==> src/rtl/multicycle_alu.sv <==
// Multicycle ALU: single-cycle logic/arith/shift ops, shift-add multiply, restoring divide.
// Define ALU_DIV_EN to build the divider; without it DIV/DIVU report as illegal ops.
module multicycle_alu #(
  parameter int unsigned WIDTH = 32
) (
  input  logic             clk,
  input  logic             rst,
  input  logic             start,
  input  logic [3:0]       op,
  input  logic [WIDTH-1:0] a,
  input  logic [WIDTH-1:0] b,
  output logic [WIDTH-1:0] result,
  output logic             zero,
  output logic [WIDTH-1:0] hi,
  output logic [WIDTH-1:0] lo,
  output logic             busy,
  output logic             done,
  output logic             err
);

  localparam int unsigned SHW = $clog2(WIDTH);
  localparam logic [SHW-1:0] CNT_LAST = SHW'(WIDTH - 1);

  typedef enum logic [1:0] {IDLE, MUL, DIV, FIX} state_t;

  state_t           state_q, state_d;
  logic [SHW-1:0]   cnt_q, cnt_d;
  logic [WIDTH-1:0] acc_q, acc_d;
  logic [WIDTH-1:0] wrk_q, wrk_d;
  logic [WIDTH-1:0] opd_q, opd_d;
  logic             pneg_q, pneg_d;
`ifdef ALU_DIV_EN
  logic             rneg_q, rneg_d;
  logic             isdiv_q, isdiv_d;
`endif
  logic [WIDTH-1:0] result_q, result_d;
  logic [WIDTH-1:0] hi_q, hi_d;
  logic [WIDTH-1:0] lo_q, lo_d;
  logic             zero_q, zero_d;
  logic             err_q, err_d;
  logic             done_q, done_d;

  logic             a_neg, b_neg;
  logic [WIDTH-1:0] a_mag, b_mag;
  logic [WIDTH-1:0] alu_res;
  logic [SHW-1:0]   shamt;
  logic [WIDTH:0]   mul_sum;
  logic [2*WIDTH-1:0] prod_raw, prod_fix;
`ifdef ALU_DIV_EN
  logic [WIDTH:0]   rem_sh, div_diff;
  logic [WIDTH-1:0] quo_fix, rem_fix;
`endif

  // Both units work on magnitudes; op[0]=0 marks the signed variants (MULT, DIV).
  assign a_neg = ~op[0] & a[WIDTH-1];
  assign b_neg = ~op[0] & b[WIDTH-1];
  assign a_mag = a_neg ? -a : a;
  assign b_mag = b_neg ? -b : b;
  assign shamt = b[SHW-1:0];

  always_comb begin
    alu_res = '0;
    unique case (op)
      4'b0000: alu_res = a & b;
      4'b0001: alu_res = a | b;
      4'b0010: alu_res = a + b;
      4'b0011: alu_res = a ^ b;
      4'b0100: alu_res = ~(a | b);
      4'b0101: alu_res = {{(WIDTH-1){1'b0}}, (a < b)};
      4'b0110: alu_res = a - b;
      4'b0111: alu_res = {{(WIDTH-1){1'b0}}, ($signed(a) < $signed(b))};
      4'b1000: alu_res = a << shamt;
      4'b1001: alu_res = a >> shamt;
      4'b1010: alu_res = $unsigned($signed(a) >>> shamt);
      default: alu_res = '0;
    endcase
  end

  assign mul_sum  = {1'b0, acc_q} + {1'b0, opd_q & {WIDTH{wrk_q[0]}}};
  assign prod_raw = {acc_q, wrk_q};
  assign prod_fix = pneg_q ? -prod_raw : prod_raw;
`ifdef ALU_DIV_EN
  assign rem_sh   = {acc_q, wrk_q[WIDTH-1]};
  assign div_diff = rem_sh - {1'b0, opd_q};
  assign quo_fix  = pneg_q ? -wrk_q : wrk_q;
  assign rem_fix  = rneg_q ? -acc_q : acc_q;
`endif

  always_comb begin
    state_d  = state_q;
    cnt_d    = cnt_q;
    acc_d    = acc_q;
    wrk_d    = wrk_q;
    opd_d    = opd_q;
    pneg_d   = pneg_q;
`ifdef ALU_DIV_EN
    rneg_d   = rneg_q;
    isdiv_d  = isdiv_q;
`endif
    result_d = result_q;
    hi_d     = hi_q;
    lo_d     = lo_q;
    zero_d   = zero_q;
    err_d    = err_q;
    done_d   = 1'b0;

    unique case (state_q)
      IDLE: begin
        if (start) begin
          if (op[3:2] != 2'b11) begin
            result_d = alu_res;
            zero_d   = (alu_res == '0);
            err_d    = (op == 4'b1011);
            done_d   = 1'b1;
          end else if (!op[1]) begin
            acc_d   = '0;
            wrk_d   = a_mag;
            opd_d   = b_mag;
            pneg_d  = a_neg ^ b_neg;
            cnt_d   = '0;
`ifdef ALU_DIV_EN
            isdiv_d = 1'b0;
`endif
            state_d = MUL;
          end else begin
`ifdef ALU_DIV_EN
            if (b == '0) begin
              result_d = '1;
              zero_d   = 1'b0;
              lo_d     = '1;
              hi_d     = a;
              err_d    = 1'b1;
              done_d   = 1'b1;
            end else begin
              acc_d   = '0;
              wrk_d   = a_mag;
              opd_d   = b_mag;
              pneg_d  = a_neg ^ b_neg;
              rneg_d  = a_neg;
              cnt_d   = '0;
              isdiv_d = 1'b1;
              state_d = DIV;
            end
`else
            result_d = '0;
            zero_d   = 1'b1;
            err_d    = 1'b1;
            done_d   = 1'b1;
`endif
          end
        end
      end

      MUL: begin
        // Add-then-shift: the carry lands in acc MSB, the dropped acc LSB enters wrk.
        acc_d = mul_sum[WIDTH:1];
        wrk_d = {mul_sum[0], wrk_q[WIDTH-1:1]};
        cnt_d = cnt_q + 1'b1;
        if (cnt_q == CNT_LAST) begin
          cnt_d   = '0;
          state_d = FIX;
        end
      end

`ifdef ALU_DIV_EN
      DIV: begin
        acc_d = div_diff[WIDTH] ? rem_sh[WIDTH-1:0] : div_diff[WIDTH-1:0];
        wrk_d = {wrk_q[WIDTH-2:0], ~div_diff[WIDTH]};
        cnt_d = cnt_q + 1'b1;
        if (cnt_q == CNT_LAST) begin
          cnt_d   = '0;
          state_d = FIX;
        end
      end
`endif

      FIX: begin
`ifdef ALU_DIV_EN
        if (isdiv_q) begin
          hi_d = rem_fix;
          lo_d = quo_fix;
        end else begin
          {hi_d, lo_d} = prod_fix;
        end
`else
        {hi_d, lo_d} = prod_fix;
`endif
        result_d = lo_d;
        zero_d   = (lo_d == '0);
        err_d    = 1'b0;
        done_d   = 1'b1;
        state_d  = IDLE;
      end

      default: state_d = IDLE;
    endcase
  end

  always_ff @(posedge clk or posedge rst) begin
    if (rst) begin
      state_q  <= IDLE;
      cnt_q    <= '0;
      acc_q    <= '0;
      wrk_q    <= '0;
      opd_q    <= '0;
      pneg_q   <= 1'b0;
`ifdef ALU_DIV_EN
      rneg_q   <= 1'b0;
      isdiv_q  <= 1'b0;
`endif
      result_q <= '0;
      hi_q     <= '0;
      lo_q     <= '0;
      zero_q   <= 1'b1;
      err_q    <= 1'b0;
      done_q   <= 1'b0;
    end else begin
      state_q  <= state_d;
      cnt_q    <= cnt_d;
      acc_q    <= acc_d;
      wrk_q    <= wrk_d;
      opd_q    <= opd_d;
      pneg_q   <= pneg_d;
`ifdef ALU_DIV_EN
      rneg_q   <= rneg_d;
      isdiv_q  <= isdiv_d;
`endif
      result_q <= result_d;
      hi_q     <= hi_d;
      lo_q     <= lo_d;
      zero_q   <= zero_d;
      err_q    <= err_d;
      done_q   <= done_d;
    end
  end

  assign result = result_q;
  assign zero   = zero_q;
  assign hi     = hi_q;
  assign lo     = lo_q;
  assign err    = err_q;
  assign done   = done_q;
  assign busy   = (state_q != IDLE);

endmodule

==> config.mk <==
export PLATFORM = sky130hd
export DESIGN_NAME = multicycle_alu
export DESIGN_NICKNAME = d
export VERILOG_FILES = /design/src/rtl/multicycle_alu.sv
export SDC_FILE = /design/constraint.sdc
export NUM_CORES = 1
export LEC_CHECK = 0
export BUFFER_PORTS_ARGS = -buffer_cell sky130_fd_sc_hd__clkbuf_2
export CAP_MARGIN = 10
export CORE_MARGIN = 2
export CORE_UTILIZATION = 25
export DETAILED_ROUTE_END_ITERATION = 10
export GPL_ROUTABILITY_DRIVEN = 0
export PLACE_DENSITY = 0.44
export SETUP_SLACK_MARGIN = 0.2
export SLEW_MARGIN = 20
export SYNTH_ARGS = -nofsm -noshare
export SYNTH_HDL_FRONTEND = slang
export SYNTH_SLANG_ARGS = --single-unit
==> constraint.sdc <==
create_clock -name clk -period 8.5 [get_ports clk]
set_clock_uncertainty 0.05 [all_clocks]
set_input_delay 1.7 -clock clk [delete_from_list [all_inputs] [get_ports clk]]
set_output_delay 1.7 -clock clk [all_outputs]
set_load 0.1 [all_outputs]
Yosys cells after proc, flatten, opt, wreduce, memory -nomap -nowiden
Index checks and enable logic that the tools add are counted.
- bitwise logic cells: 11
- multiplexer cells: 37
- reductions and logical operators: 11
- eq/ne operators: 20
- shift-type cells: 3
- $add $sub $neg: 7
- magnitude comparators: 2
- operator list (kind ; number):
    two-way mux 32 bit ; 11
    one-hot mux 32 bit (11 select lines) ; 1
    one-hot mux 32 bit (2 select lines) ; 3
    bitwise AND 32 bit ; 2
    logical NOT 32 bit ; 2
    < comparator 32 bit ; 2
    two-way mux 64 bit ; 1
    negation 32 bit ; 2
    negation 64 bit ; 1
    adder 32 x 32 -> 33 bit ; 1
    adder 32 bit ; 1
    NOT 32 bit ; 1
    OR 32 bit ; 1
    << shifter 32 x 5 -> 32 bit ; 1
    >> shifter 32 x 5 -> 32 bit ; 1
    >>> shifter 32 x 5 -> 32 bit ; 1
    subtractor 32 bit ; 1
    bitwise XOR 32 bit ; 1
    two-way mux 5 bit ; 4
    == test 4 x 3 -> 1 bit, second input constant ; 4
    == test 4 bit, second input constant ; 4
    AND reduction 4 bit ; 3
    inequality test 2 bit, second input constant ; 5
    one-hot mux 5 bit (2 select lines) ; 1
    other kinds (18) ; 36
- logic and storage cells: 103
- bits in registers: 203
- input bits: 71

Logic depth before layout (Yosys ltp)
- depth after elaboration: 7
- mapped depth: 21
- mapped depth without buffers: 16

Worst setup path before layout
Ideal clock, no wire load.
- path kind: input port to flip-flop
- start: input b[2]
- end: register zero_q (netlist: zero)
- setup time: 86 ps
- data arrival time: 6480 ps
- buffers on the path: 7
- required time: 8364 ps
- slack: 1884 ps
- stages: 21
- cell sequence: buf_2 > buf_2 > inv_2 > clkbuf_1 > clkbuf_1 > buf_1 > ha_1 > buf_2 > nand2b_1 > a211oi_2 > o2111ai_1 > and3_1 > clkbuf_1 > o21a_1 > o31a_1 > o211ai_1 > or3b_2 > or4_1 > nor4_1 > nand4b_1 > o31ai_2
- longest elaborated chain between the ends: 7
- RTL lines (element ; RTL line ; text):
    from (decl) ; 11 ; input logic [WIDTH-1:0] b,
    branches (longest 2 deep; another with subtractor 32 bit) ; n/a ;
    one-hot mux 32 bit (11 select lines) (*) ; 63 ; unique case (op)
    logical NOT 32 bit (*) ; 112 ; zero_d = (alu_res == '0);
    two-way mux 1 bit (*) ; 110 ; if (op[3:2] != 2'b11) begin
    two-way mux 1 bit (*) ; 109 ; if (start) begin
    one-hot mux 1 bit (2 select lines) (*) ; 107 ; unique case (state_q)
    to (signal assigned) ; 231 ; zero_q <= zero_d;
    to (decl) ; 39 ; logic zero_q, zero_d;
Mark *: on every way between the ends. The select of a mux whose other input is x is not followed.
A chain may end at the register's enable or synchronous reset.

Worst setup path in the final report
- start: input op[2]
- end: register zero_q (netlist: zero)
- longest elaborated chain between the ends: 6
- RTL lines (element ; RTL line ; text):
    from (decl) ; 9 ; input logic [3:0] op,
    == test 4 bit (tied with other cells) ; 63 ;
    one-hot mux 32 bit (11 select lines) ; 63 ;
    logical NOT 32 bit ; 112 ;
    two-way mux 1 bit ; 110 ;
    two-way mux 1 bit ; 109 ;
    one-hot mux 1 bit (2 select lines) ; 107 ;
Several ways; a longest one is shown, not always the timed one. The select of a mux whose other input is x is not followed.

==> impl_metrics.csv <==
group,metric,value,unit
worst_hold_path,holdCritPathClass,"flop to flop",
sta,min_period,6759,ps
clocking,clk_latency,560,ps
power,leakagePower,10.86,nW
layout,nets,3226,
worst_hold_path,min_from,"opd_q[17]$_DFFE_PP0P_",
global_routing,grt_use_total,23.37,%
route,drc,0,
sta,setup_viol,0,
sta,setup_ws,1741,ps
clocking,clkTransAtPathRegs,60,ps
yosys,synthFlopType,"dfrtp_1",
layout,layout.area.seq,5082,sq um
route,routedWlPerCell,27.19,um
layout,final_core_util,28.13,%
place,port_buffers,170,
power,total_power,0.005713,W
route,ant_nets,0,
setup_path,critPathLaunchType,"input port",
clocking,cts_setup_buffers,0,
yosys,ys_warn_count,0,
setup_path,cp_cell_sequence,"clkbuf_2 -> inv_1 -> nor4b_2 -> a211oi_1 -> o221ai_1 -> a2111oi_0 -> o2111ai_1 -> nor4bb_1 -> nand4_1 -> or4_1 -> nor4_1 -> nand4b_1 -> o31ai_2",
clocking,cts_max_level,1,
yosys,ys_ff_latch,203,
yosys,synth_top_cell_by_area,"dfrtp_1",
global_routing,antenna_found_initial,14,
yosys,syn_avg_cell_area,7.710,sq um
worst_hold_path,min_to,"opd_q[17]$_DFFE_PP0P_",
setup_path,r2r_slack,4100,ps
die,die_y,307.5,um
clocking,cts_tree,"done",
die,io_pins,171,
sta,maxSlewViolCount,0,
route,drt_iter0_drc,3275,
global_routing,grt_max_degree,103,
route,vias,24611,
yosys,ys_top_cells_by_area,"dfrtp_1 22%, ha_1 7.6%, o21ai_0 5.5%",
sta,finalCritPeriodShare,79.52,%
global_routing,grt_pass1_vias,23249,
run_status,outcome,"finished clean",
clocking,cts_resized,0,
clocking,cts_max_path_buffers,3,
yosys,synth_fp_nets,3201,
setup_path,endpoint_kind,"flop",
layout,multi_input_area,16590,sq um
setup_path,critPathKind,"input port to flop",
setup_path,r2r_end,"hi[29]$_DFFE_PP0P_",
sta,fmax,148.0,MHz
power,ir_drop,150.7,uV
setup_path,r2r_cells,11,
yosys,netlist_instances,2987,
route,postRouteWirelength,114600,um
clocking,numClockSinks,203,
yosys,synth_top_area_share,21.95,%
layout,final.fill_count,10035,
clocking,cts-root-buf,"clkbuf_16",
global_routing,grt_pass1_wl,165600,um
job,drv_cap,0,
layout,synthToLayoutAreaGrowth,11.80,%
setup_path,cpPeakStageDelay,850,ps
sta,finalHoldViolations,0,
sta,tightest_slew,1118,ps
die,start_util,25.16,%
setup_path,crit_fanout,25,
sta,max_slew_margin,23.57,%
setup_path,cp_slowest_cell,"a2111oi_0",
global_routing,grt-ovfl-total,0,
layout,final_common_cell,"nand2_1",
die,core_area,91520,sq um
layout,drive_gt1_share,13.24,%
die,rows,111,
route,via_per_inst,5.838,
place,dp_slack,1504,ps
power,powerDensity,221.9,nW/um^2
setup_path,worstPathArrival,7150,ps
yosys,seq_area_frac_synth,22.06,%
place,place_hpwl,87650,um
sta,grt_setup_unrepaired,"false",
yosys,synth_area,23030,sq um
route,firstDrtPassIters,9,
yosys,synth_async_sr_flop_share,100.0,%
die,die_area,94560,sq um
clocking,hold_buffers,0,
die,die_x,307.5,um
layout,final_cell_mix,"305 x nand2_1, 277 x nor2_1, 252 x o21ai_0",
setup_path,cp_data_required_time,8890,ps
yosys,synth-edff-count,0,
sta,fin_tns_setup,0,ps
clocking,cts_buffers,23,
setup_path,r2r_start,"wrk_q[10]$_DFFE_PP0P_",
worst_hold_path,hold_path_depth,2,
yosys,ys_types,95,
sequential cells by signal (all words and copies together) (netlist names):
register / count
err: 1
lo: 32
zero: 1
wrk_q: 32
hi: 32
cnt_q: 5
result: 32
acc_q: 32
pneg_q: 1
done: 1
opd_q: 32
state_q: 2
through the flow:
| stage | std cells | hold slack (ps) | instance area, sq um |
|---|---|---|---|
| finish | 4216 | 424.9 | 25750 |
| floorplan | 2987 | 386.5 | 23030 |
| global placement | 4173 | 409.0 | 24990 |
| global route | 4215 | 449.8 | 25740 |
| detailed placement | 4173 | 414.2 | 24990 |
| CTS | 4214 | 428.0 | 25740 |
cell type report:
| cell class | count | area share (%) |
|---|---|---|
| multi-input combinational | 2416 | 64.43 |
| sequential | 203 | 19.74 |
| tap | 1186 | 5.764 |
| timing repair buffer | 230 | 5.122 |
| clock buffer | 30 | 2.493 |
| inverter | 138 | 2.041 |
| clock inverter | 11 | 0.3936 |
| antenna | 2 | 0.01944 |
synth_stat cells (22+ instances only):
cell type  count
nor4_1        30
a211oi_1      38
o211ai_1      40
nand2b_1      45
nor2b_1       24
buf_2         32
a31oi_1       39
buf_1         22
o21a_1        24
mux2_2        33
clkbuf_1     171
xnor2_1      104
and2_1        50
a21oi_1      245
nor3_1        52
nand4_1       31
mux2i_1       73
nand2_1      305
ha_1         140
inv_1        134
dfrtp_1      202
o21ai_0      252
a22oi_1       28
nor2_1       277
a22o_1        36
xor2_1        46
mux4_2        41
a21o_1        29
o31ai_1       34
nand3_1       56
routing by layer:
layer / GRT usage [%] / vias up / routed length [um]
li1: - / 11046 / -
met1: 32.33 / 11908 / 49770
met2: 35.57 / 1368 / 48760
met3: 4.212 / 277 / 10310
met4: 9.847 / 12 / 5696
met5: 0 / - / 69
power by group:
group | internal (W) | switching, W | total (W)
Clock | 0.000568 | 0.000459 | 0.00103
Sequential | 0.00125 | 0.000309 | 0.00156
Combinational | 0.000939 | 0.00219 | 0.00313
Total | 0.00276 | 0.00296 | 0.00571
cells by family (layout without fill, tap and decap cells):
group | Yosys count | count (layout) | synth area share (%)
AO/OA/AOI/OAI | 987 | 987 | 28.20
AND/OR/NAND/NOR | 983 | 983 | 20.36
buffers and inverters | 368 | 409 | 6.319
flip-flops | 203 | 203 | 22.06
multiplexers | 153 | 153 | 9.481
XOR/XNOR | 150 | 150 | 5.705
adder cells (fa/ha/maj) | 143 | 143 | 7.867
other | 0 | 2 | 0
worst max path at each step:
stage	start	endpoint	slack (ps)	cells after the start
5_1_grt	b[0]	zero$_DFFE_PP1P_	1750	12
2_1_floorplan	rst	acc_q[0]$_DFFE_PP0P_	1210	1
3_5_place_dp	b[1]	zero$_DFFE_PP1P_	1500	15
4_1_cts	b[1]	zero$_DFFE_PP1P_	2050	15
3_3_place_gp	b[1]	zero$_DFFE_PP1P_	1500	13
6_report	op[2]	zero$_DFFE_PP1P_	1740	13
worst max-delay path, delay by kind of cell:
| family | cells | cell delay (ps) |
|---|---|---|
| AOI/OAI and AO/OA | 5 | 2160 |
| buffers and inverters | 2 | 1160 |
| and+or+nand+nor | 6 | 2110 |
Power figures use the tool's default switching activity.
